===== src/rtl/sc_conv_pkg.sv =====
// Shared types and helpers for the stochastic-to-binary converters.
package sc_conv_pkg;

    typedef enum logic [1:0] {IDLE, WARMUP, ACCUM, HOLD} sbs2b_state_t;

    function automatic int unsigned sat_clamp(input int unsigned value, input int unsigned max_value);
        return (value > max_value) ? max_value : value;
    endfunction

endpackage


===== src/rtl/sbs_win_counter.sv =====
// Enable-qualified up-counter with synchronous clear; last flags the LIMIT-th qualified cycle.
module sbs_win_counter #(
    parameter int unsigned W     = 8,
    parameter int unsigned LIMIT = 256
) (
    input  logic clk,
    input  logic rst_n,
    input  logic clr,
    input  logic en,
    output logic last
);

    // last is high while count == LIMIT-1, so the owner acts on the same edge that consumes the final bit
    localparam logic [W-1:0] LAST_COUNT = W'(LIMIT - 1);

    logic [W-1:0] count;

    always_ff @(posedge clk or negedge rst_n) begin
        if (!rst_n) begin
            count <= '0;
        end else if (clr) begin
            count <= '0;
        end else if (en) begin
            count <= count + W'(1);
        end
    end

    assign last = (count == LAST_COUNT);

endmodule


===== src/rtl/sbs_to_bin.sv =====
// Counts ones of a unipolar stochastic bitstream over a 2^CWIDTH window after a warm-up prefix.
module sbs_to_bin
    import sc_conv_pkg::*;
#(
    parameter int unsigned CWIDTH = 8,
    parameter int unsigned WARMUP = 4
) (
    input  logic              clk,
    input  logic              rst_n,
    input  logic              start,
    input  logic              clr,
    input  logic              in_bit,
    input  logic              in_en,
    output logic              busy,
    output logic              out_valid,
    input  logic              out_ready,
    output logic [CWIDTH-1:0] out_value,
    output logic              out_sat
);

    localparam int unsigned WIN  = 1 << CWIDTH;
    localparam int unsigned WU_W = (WARMUP == 0) ? 1 : $clog2(WARMUP + 1);
    localparam sbs2b_state_t FIRST_ST = (WARMUP == 0) ? ACCUM : sc_conv_pkg::WARMUP;

    sbs2b_state_t    state;
    logic [CWIDTH:0] acc;
    logic [CWIDTH:0] acc_next;
    logic            go;
    logic            cnt_clr;
    logic            wu_last;
    logic            win_last;

    assign acc_next = acc + {{CWIDTH{1'b0}}, in_bit};
    assign go       = start && ((state == IDLE) || ((state == HOLD) && out_ready));
    assign cnt_clr  = clr || go;

    sbs_win_counter #(.W(WU_W), .LIMIT(WARMUP)) u_warmup_cnt (
        .clk   (clk),
        .rst_n (rst_n),
        .clr   (cnt_clr),
        .en    ((state == sc_conv_pkg::WARMUP) && in_en),
        .last  (wu_last)
    );

    sbs_win_counter #(.W(CWIDTH + 1), .LIMIT(WIN)) u_window_cnt (
        .clk   (clk),
        .rst_n (rst_n),
        .clr   (cnt_clr),
        .en    ((state == ACCUM) && in_en),
        .last  (win_last)
    );

    always_ff @(posedge clk or negedge rst_n) begin
        if (!rst_n) begin
            state     <= IDLE;
            busy      <= 1'b0;
            out_valid <= 1'b0;
            out_value <= '0;
            out_sat   <= 1'b0;
            acc       <= '0;
        end else if (clr) begin
            // out_value/out_sat deliberately keep the last completed result
            state     <= IDLE;
            busy      <= 1'b0;
            out_valid <= 1'b0;
            acc       <= '0;
        end else begin
            case (state)
                IDLE: begin
                    if (go) begin
                        state <= FIRST_ST;
                        busy  <= 1'b1;
                        acc   <= '0;
                    end
                end
                sc_conv_pkg::WARMUP: begin
                    if (in_en && wu_last) begin
                        state <= ACCUM;
                    end
                end
                ACCUM: begin
                    if (in_en) begin
                        acc <= acc_next;
                        if (win_last) begin
                            state     <= HOLD;
                            busy      <= 1'b0;
                            out_valid <= 1'b1;
                            out_value <= CWIDTH'(sat_clamp(32'(acc_next), WIN - 1));
                            out_sat   <= (acc_next == (CWIDTH + 1)'(WIN));
                        end
                    end
                end
                HOLD: begin
                    if (out_ready) begin
                        out_valid <= 1'b0;
                        state     <= go ? FIRST_ST : IDLE;
                        busy      <= go;
                        acc       <= '0;
                    end
                end
                default: state <= IDLE;
            endcase
        end
    end

endmodule


===== config.mk =====
export PLATFORM = sky130hd
export DESIGN_NAME = sbs_to_bin
export DESIGN_NICKNAME = d
export VERILOG_FILES = /design/src/rtl/sc_conv_pkg.sv /design/src/rtl/sbs_win_counter.sv /design/src/rtl/sbs_to_bin.sv
export SDC_FILE = /design/constraint.sdc
export NUM_CORES = 1
export LEC_CHECK = 0
export CAP_MARGIN = 20
export CORE_AREA = 2 2 83 85
export CTS_BUF_LIST = sky130_fd_sc_hd__clkbuf_16
export DETAILED_ROUTE_END_ITERATION = 8
export DIE_AREA = 0 0 85 87
export PLACE_DENSITY = 0.47
export SLEW_MARGIN = 0
export SYNTH_ARGS = -nofsm -noshare
export SYNTH_HDL_FRONTEND = slang
export SYNTH_SLANG_ARGS = --single-unit

===== constraint.sdc =====
create_clock -name clk -period 5.5 [get_ports clk]
set_clock_uncertainty 0.05 [all_clocks]
set_input_delay 1.1 -clock clk [delete_from_list [all_inputs] [get_ports clk]]
set_output_delay 1.1 -clock clk [all_outputs]
set_load 0.005 [all_outputs]

==> run metrics <==
Die ar. 7395 um2; Tmin final 3149 ps; FP Rows 30; layout cells sized above 1 6.696%; max incr delay on CP 650 ps; Pwr per Cell Area 350.6 nW/um2; CTS tree done; Mapped Cells 208; Clock transition at path regs 60 ps; setup_tns 0 ps; post-synthesis compound-gate area fraction 16.94%; Slew HR 37.49%; Final Non-Filler Cells 304; sequential element share of the synthesized area 45.00%; Reg area 850.8 um2; area growth from synthesis to layout 20.58%; CTS Hold Buffers Added 0; asr flop ratio synth 100.0%; worst skew pair latency 280 ps; XOR/XNOR share of the synthesized area 6.023%; Final Util 34.70%; GP Congestion 0.8173; Hold Path Depth 2; Critical Path AT 3310 ps; H-tree depth 2; largest net degree at the start of global routing 35; I/O pins 18; Min-Delay Path Class flip-flop to flip-flop; status finished clean; Worst Setup Path Type primary input to flip-flop; grt ovf 0; Synth cell types 38; largest family of logic cells by synthesized area simple AND/OR/NAND/NOR gates; Synth Area in Simple Gates 20.52%; hold path start acc[0]; reg2reg setup slack 2950 ps; CP Cell Sequence clkdlybuf4s50_1 > nand2b_1 > nor2_1 > nand2_1 > nor4_1 > a32o_1; Max Fclk 317.6 MHz; IO Port Bufs 17; Worst Path Required 5660 ps; CP bufs+invs 1; max-cap violation count 0; Yosys warnings 0; clock buffer depth 2; RR Startpoint state[0]; vias in the first global route 1399; Multi-input gate area 947.2 um2; Syn Area/Cell 9.089 um2; clk sinks 34; total chip power 799.2 uW; Num CTS Buffers 5; post-route ant nets 0; adder-cell share of the synthesized area 6.618%; aggregate routed wire length 3.870 mm; Largest delay share family, worst path simple AND/OR/NAND/NOR gates; final setup violation count 0; reg2reg end out_sat; CP max FO 11; vias 1460; syn_nets 225; Hold Crit Endpoint acc[0]; mux cell area share after synthesis 0%; dpl hpwl 2.786 mm; Via density 4.803; Die Y 87 um; Slew Viols, Final 0; first-pass GRT wire length 6.624 mm; RSZ-0062 raised after global routing false; Total GRT Usage 11.41%; Slowest-stage cell, CP nor2_1; DR WL/cell 12.73 um; most common cell after layout, fill and taps aside dfrtp_1; Die X 85 um; initial antenna violation count 0; Core ar. 6569 um2; Initial Utilization 28.78%; root buffer cell clkbuf_16; Final Hold Fails 0; fill count 668; cell count after placement 296; Leak 0.9586 nW; type of origin of the critical path primary input; Resize count post-CTS 0; Remaining DRCs 0; # diodes 0; Peak VDD IR 0.2315 mV; r2r worst-path depth 7; flops & latches, synth 34; commonest non-fill, non-tap cells in the layout 34 x dfrtp_1, 28 x nand2_1, 28 x nor2_1; CP endpoint kind flip-flop; Worst Max-Slew Pin Slew 935.7 ps; initial DRC count 79; fin crit share 57.25%; top_reg_cell synth dfrtp_1; EDFF count, synth 0; # nets final 240; Syn Std Cell Area 1891 um2; Post CTS Setup Buffer Count 0; Pre-antenna DRT Iters 4
[cell type report]
| class | count | share of cell area, % |
|---|---|---|
| flip-flops and latches | 34 | 37.32 |
| repair buffers | 18 | 7.794 |
| clock inverters | 3 | 1.976 |
| clock buffers | 5 | 5.488 |
| inverters | 9 | 1.482 |
| well taps | 80 | 4.391 |
| multi-input cells | 155 | 41.55 |
[cells in the mapped netlist, types with 2 or more instances]
library cell / number / area [um2]
dfrtp_1: 34 / 850.8
nand2_1: 28 / 105.1
nor2_1: 28 / 105.1
a21oi_1: 17 / 85.08
xor2_1: 11 / 96.34
ha_1: 10 / 125.1
o21ai_0: 10 / 50.05
inv_1: 9 / 33.78
nand3_1: 9 / 45.04
nand2b_1: 6 / 37.54
o31ai_1: 5 / 37.54
buf_2: 4 / 20.02
a31oi_1: 3 / 18.77
nand4_1: 3 / 18.77
a22oi_1: 2 / 15.01
a32o_1: 2 / 20.02
and3_1: 2 / 12.51
buf_4: 2 / 15.01
clkbuf_1: 2 / 7.510
or3_1: 2 / 12.51
xnor2_1: 2 / 17.52
[metal layers]
metal	global-route usage [%]	wire (um)
met2	18.96	1761
met1	14.20	1891
met3	3.033	160
met4	4.329	57
met5	0	0
[worst max path at each step]
stage | startpoint | endpoint | slack, ps | cells past startpoint
finish | clr | out_sat | 2350 | 6
global route | clr | out_sat | 2170 | 6
CTS | clr | out_sat | 2350 | 6
detailed placement | clr | out_sat | 2070 | 6
global placement | clr | out_sat | 2160 | 6
floorplan | in_bit | out_value[5] | 2950 | 7
[flip-flops by register name (all words and copies together), names as in the netlist]
signal / cells
out_valid: 1
acc: 9
busy: 1
out_value: 8
u_window_cnt.count: 9
out_sat: 1
state: 2
u_warmup_cnt.count: 3
[worst reg2reg max path, delay by kind of cell, from the launching register on]
family | cells | cell delay [ps]
buffers and inverters | 1 | 120
AO/OA/AOI/OAI | 1 | 200
adder cells (fa/ha/maj) | 1 | 390
AND/OR/NAND/NOR | 4 | 1320
flip-flops | 1 | 410
[metrics by stage]
| step | worst slack, ps | cell area, um2 | hold WS (ps) |
|---|---|---|---|
| 2_1_floorplan | 2950 | 1891 | 403.3 |
| 3_3_place_gp | 2162 | 2110 | 435.0 |
| 3_5_place_dp | 2068 | 2110 | 442.5 |
| 4_1_cts | 2353 | 2280 | 458.8 |
| 5_1_grt | 2173 | 2280 | 482.7 |
| 6_report | 2351 | 2280 | 446.5 |
[report_power, final]
part | switching, mW | leakage (nW) | internal, mW
Clock | 0.107 | 0.0760 | 0.213
Sequential | 0.0138 | 0.471 | 0.266
Combinational | 0.121 | 0.411 | 0.0774
[logic make-up after synthesis]
family                     Yosys count
DFF                                 34
adders and majority gates           10
buffers and inverters               19
xor gates and xnor gates            13
and+or+nand+nor                     84
AOI/OAI and AO/OA                   48
Power figures use the tool's default switching activity.
